File: config.mk
export PLATFORM = sky130hd
export DESIGN_NAME = clip_record_controller
export DESIGN_NICKNAME = d
export VERILOG_FILES = /design/src/rtl/clip_ctrl_pkg.sv /design/src/rtl/clip_record_controller_rise_detect.sv /design/src/rtl/clip_record_controller.sv
export SDC_FILE = /design/constraint.sdc
export NUM_CORES = 1
export LEC_CHECK = 0
export CORE_ASPECT_RATIO = 0.6
export CORE_MARGIN = 8
export CORE_UTILIZATION = 40
export CTS_CLUSTER_DIAMETER = 200
export DETAILED_ROUTE_END_ITERATION = 16
export GPL_ROUTABILITY_DRIVEN = 0
export MAX_ROUTING_LAYER = met4
export PLACE_DENSITY = 0.65
export SYNTH_ARGS = -nofsm -noshare
export SYNTH_HDL_FRONTEND = slang
export SYNTH_SLANG_ARGS = --single-unit
File: constraint.sdc
create_clock -name clock -period 3.95 [get_ports clock]
set_clock_uncertainty 0.05 [all_clocks]
set_input_delay 0.5925 -clock clock [delete_from_list [all_inputs] [get_ports clock]]
set_output_delay 0.5925 -clock clock [all_outputs]
set_load 0.005 [all_outputs]
File: src/rtl/clip_ctrl_pkg.sv
// Shared types and constants for the clip record/playback controller.
package clip_ctrl_pkg;

    typedef enum logic [1:0] {
        ST_IDLE   = 2'd0,
        ST_RECORD = 2'd1,
        ST_PLAY   = 2'd2
    } state_t;

    localparam int   CLIP_DEPTH_DEFAULT = 16384;
    localparam logic MODE_REC           = 1'b1;
    localparam logic MODE_PLAY          = 1'b0;

endpackage

File: src/rtl/clip_record_controller_rise_detect.sv
// Rising-edge detector; the history bit resets high so a level already
// present when reset releases is not taken as a new press.
module rise_detect (
    input  logic clock,
    input  logic reset,
    input  logic in,
    output logic rise
);

    logic prev;

    always_ff @(posedge clock) begin
        if (reset) begin
            prev <= 1'b1;
        end else begin
            prev <= in;
        end
    end

    assign rise = in & ~prev;

endmodule

File: src/rtl/clip_record_controller.sv
// Two-clip record/playback sequencer: walks a sample offset on each audio
// tick and tracks how many samples each clip holds.
//
// state  | meaning
// IDLE   | waiting for an action press
// RECORD | writing one sample per tick into the selected clip
// PLAY   | reading one sample per tick until the clip length is reached
module clip_record_controller
    import clip_ctrl_pkg::*;
#(
    parameter int CLIP_DEPTH = CLIP_DEPTH_DEFAULT,
    parameter int OFF_W      = $clog2(CLIP_DEPTH)
) (
    input  logic             clock,
    input  logic             reset,
    input  logic             ActionSync,
    input  logic             ClipNumSync,
    input  logic             PlayOrRecordSync,
    input  logic             resetButtonSync,
    input  logic             sampleTick,
    output logic [OFF_W:0]   memAddr,
    output logic             memWe,
    output logic             playValid,
    output logic             busy,
    output logic [1:0]       stateOut
);

    localparam logic [OFF_W-1:0] LAST_OFF = OFF_W'(CLIP_DEPTH - 1);

    state_t           state;
    logic             clip;
    logic [OFF_W-1:0] offset;
    logic [OFF_W:0]   clip_len [2];
    logic [OFF_W:0]   next_len;
    logic             action_rise;

    rise_detect u_rise (
        .clock (clock),
        .reset (reset),
        .in    (ActionSync),
        .rise  (action_rise)
    );

    // Computed one bit wider so a full clip length never overflows.
    assign next_len  = {1'b0, offset} + (OFF_W + 1)'(1);

    assign memAddr   = {clip, offset};
    assign memWe     = (state == ST_RECORD) & sampleTick & ~resetButtonSync;
    assign playValid = (state == ST_PLAY) & sampleTick & ~resetButtonSync;
    assign busy      = (state != ST_IDLE);
    assign stateOut  = state;

    always_ff @(posedge clock) begin
        if (reset) begin
            state       <= ST_IDLE;
            clip        <= 1'b0;
            offset      <= '0;
            clip_len[0] <= '0;
            clip_len[1] <= '0;
        end else if (resetButtonSync) begin
            state       <= ST_IDLE;
            offset      <= '0;
            clip_len[0] <= '0;
            clip_len[1] <= '0;
        end else begin
            case (state)
                ST_IDLE: begin
                    if (action_rise) begin
                        clip   <= ClipNumSync;
                        offset <= '0;
                        if (PlayOrRecordSync == MODE_REC) begin
                            state                 <= ST_RECORD;
                            clip_len[ClipNumSync] <= '0;
                        end else if (PlayOrRecordSync == MODE_PLAY &&
                                     clip_len[ClipNumSync] != '0) begin
                            state <= ST_PLAY;
                        end
                    end
                end
                ST_RECORD: begin
                    if (sampleTick) begin
                        clip_len[clip] <= next_len;
                        if (offset == LAST_OFF) begin
                            state  <= ST_IDLE;
                            offset <= '0;
                        end else begin
                            offset <= offset + OFF_W'(1);
                        end
                    end
                    // A stop in the same cycle as a tick lands after that tick's update.
                    if (action_rise) begin
                        state  <= ST_IDLE;
                        offset <= '0;
                    end
                end
                ST_PLAY: begin
                    if (sampleTick) begin
                        if (next_len == clip_len[clip]) begin
                            state  <= ST_IDLE;
                            offset <= '0;
                        end else begin
                            offset <= offset + OFF_W'(1);
                        end
                    end
                    if (action_rise) begin
                        state  <= ST_IDLE;
                        offset <= '0;
                    end
                end
                default: begin
                    state  <= ST_IDLE;
                    offset <= '0;
                end
            endcase
        end
    end

endmodule

==> metrics.yaml <==
critical_path:
  cpPeakStageDelay_ns: 0.63
  critPathRequiredTime_ns: 4.12
  end_kind: "flop"
  worst-path-max-fanout: 19
  arrival_ns: 3.11
  worstPathCellList: "ha_1 > nand4_1 > nor3_2 > xnor2_1 > and4b_1 > and4_4 > o21ai_4 > or3b_1 > mux2i_1"
  crit_family: "simple AND/OR/NAND/NOR gates"
  path_buf_inv: 0
  cpMaxStageDelayCell: "dfxtp_1"
  critical_path_class: "reg2reg"
  startpoint_type: "flop"
clocking:
  cts_tree: "done"
  cts_buffers: 5
  root_buffer: "clkbuf_16"
  cts_hold_buf: 0
  clk_pin_slew_ns: 0.06
  clock_sinks: 49
  cts_setup_buffers: 0
  clk_path_buf_depth: 2
  post_cts_resized: 0
  clkLatencyLatePin_ns: 0.29
  htree_levels: 2
synth:
  yosysTopAreaCell: "edfxtp_1"
  ys_top_cells_by_area: "edfxtp_1, dfxtp_1, mux2i_1"
  yosys-top-cells-count: "nor2_1, edfxtp_1, xnor2_1, mux2i_1, dfxtp_1"
  postSynthCellCount: 289
  yosysMostFrequentCell: "nor2_1"
  syn-cell-area_mm2: 0.002884
  ys_seq_elements: 49
  synth-edff-count: 30
  synth_ff_type: "edfxtp_1"
  ys_types: 49
  synth-async-reset-ratio: 0
  synth.top_cell.area_share: 0.3124
  seq_area_frac_synth: 0.4443
  yosysWarnings: 0
  synth_nets: 300
  avgSynthCellArea_um2: 9.979
pwr:
  ir_drop_mv: 0.1282
  power_density_mw_per_mm2: 311.6
  power_leakage_uw: 0.001081
route:
  drtAntennaViolNets: 0
  drc: 0
  drt_pass1_iterations: 4
  viasPerCell: 5.536
  wl_per_cell_um: 18.93
  wl_um: 7668
  vias: 2242
  drtIter0Drc: 227
die:
  die_w_um: 125.6
  start_util: 0.4052
  io_pins: 27
  coreArea_mm2: 0.007117
  num_rows: 24
  die_area_mm2: 0.01027
  die_h_um: 81.77
cells_and_area:
  syn2layout_area_growth_pct: 16.79
  layout.cells.non_filler: 405
  nNetsFinal: 324
  antenna_cells: 0
  drive_gt1_frac: 0.08917
place:
  port_buffers: 26
  hpwl_um: 5794
  dp.cells: 397
run_status:
  status: "finished clean"
grt:
  grt.overflow.total: 0
  use_met3: 0.04666
  busiest_layer: "met1"
  use_met1: 0.2439
  grt_util_met2: 0.1995
  grt_max_degree: 20
  antenna_found_initial: 0
  grt_pass1_vias: 2169
  grt_pass1_wl_um: 12310
  grt_usage: 0.1607
sta:
  min_period_ns: 2.941
  rsz0062_at_grt: "no"
  max_clock_freq_mhz: 340.0
  hold_violations: 0
  max_slew_margin: 0.3496
  setup_viol: 0
  final_max_slew_viol_count: 0
  worst_slew_pin_slew_ns: 0.9743
  totalNegativeSetupSlack_ns: 0
  period_share: 0.7446
worst_hold_path:
  hold_path.class: "reg2reg"
run:
  drv_cap: 0
## where the power goes
part | switching, uW | internal [uW] | leakage (uW) | total, uW
Combinational | 37.3 | 31.0 | 0.000520 | 68.3
Clock | 180 | 233 | 0.0000706 | 413
Sequential | 12.2 | 556 | 0.000490 | 568
Total | 230 | 820 | 0.00108 | 1050
## cell usage in the layout, fill, tap and decap left out, types with 3 or more instances in the layout
| cell | n |
|---|---|
| nor2_1 | 48 |
| edfxtp_1 | 30 |
| clkdlybuf4s50_1 | 26 |
| xnor2_1 | 24 |
| mux2i_1 | 21 |
| dfxtp_1 | 19 |
| nand2_1 | 18 |
| nand3_1 | 16 |
| inv_1 | 8 |
| a21oi_1 | 8 |
| nor4_1 | 7 |
| nand4_1 | 6 |
| nor3_1 | 6 |
| or2_2 | 5 |
| nand2b_1 | 5 |
| o21ai_0 | 5 |
| a31oi_1 | 5 |
| clkbuf_16 | 5 |
| buf_4 | 5 |
| xnor3_1 | 4 |
| ha_1 | 4 |
| xor2_1 | 3 |
## through the flow
| stage | worst slack, ns | utilization | area, um^2 | hold WS (ns) | power, uW |
|---|---|---|---|---|---|
| 6_report | 1.009 | 0.4733 | 3368 | 0.4876 | 1050 |
| 5_1_grt | 0.7533 | 0.4733 | 3368 | 0.5048 | 1091 |
| 4_1_cts | 1.018 | 0.4733 | 3368 | 0.4799 | 1060 |
| 3_5_place_dp | 1.042 | 0.4538 | 3229 | 0.4673 | 647.4 |
| 3_3_place_gp | 1.088 | 0.4538 | 3229 | 0.4458 | 646.0 |
| 2_1_floorplan | 0.7343 | - | 2884 | 0.4314 | 619.1 |
## metal layers
| metal | share of wire | vias to the layer above |
|---|---|---|
| met5 | 0 | - |
| met1 | 0.54 | 1068 |
| li1 | - | 1085 |
| met2 | 0.37 | 84 |
| met4 | 0.0050 | 0 |
| met3 | 0.088 | 5 |
## cell type report
class / instances / area, um^2
Fill cell: 660 / 3749
Multi-Input combinational cell: 218 / 1506
Sequential cell: 49 / 1281
Timing Repair Buffer: 31 / 297.8
Clock buffer: 6 / 128.9
Tap cell: 91 / 113.9
Inverter: 8 / 30.03
Clock inverter: 2 / 10.01
## worst reg2reg max path: cells and delay by family (launching register included)
kind	cells	cell delay, ns
AND/OR/NAND/NOR	5	1.30
flip-flops	1	0.63
AO/OA/AOI/OAI	1	0.38
adder cells (fa/ha/maj)	1	0.29
multiplexers	1	0.12
XOR/XNOR	1	0.10
## sequential cells by signal, summed over array words and instances (netlist names), named ones only
signal,cells
stateOut,2
clip_len,30
clip,1
offset,14
u_rise.prev,1
## final timing paths
check	startpoint	end	slack, ns	cells after the start
setup / recovery	offset[0]	offset[13]	1.01	9
hold / removal	stateOut[1]	stateOut[1]	0.49	2
setup reg to reg	offset[0]	offset[13]	1.01	9
hold reg to reg	stateOut[1]	stateOut[1]	0.49	2
## cell families (layout without fill, tap and decap cells)
family | Yosys count | after routing | share of synthesized area
buffers and inverters | 22 | 47 | 0.03601
muxes | 21 | 21 | 0.07288
AOI/OAI and AO/OA | 30 | 30 | 0.06985
adders and majority gates | 4 | 4 | 0.01735
xor gates and xnor gates | 31 | 31 | 0.1132
and+or+nand+nor | 132 | 132 | 0.2464
DFF | 49 | 49 | 0.4442
No activity file was read; power rests on OpenSTA's default activity.
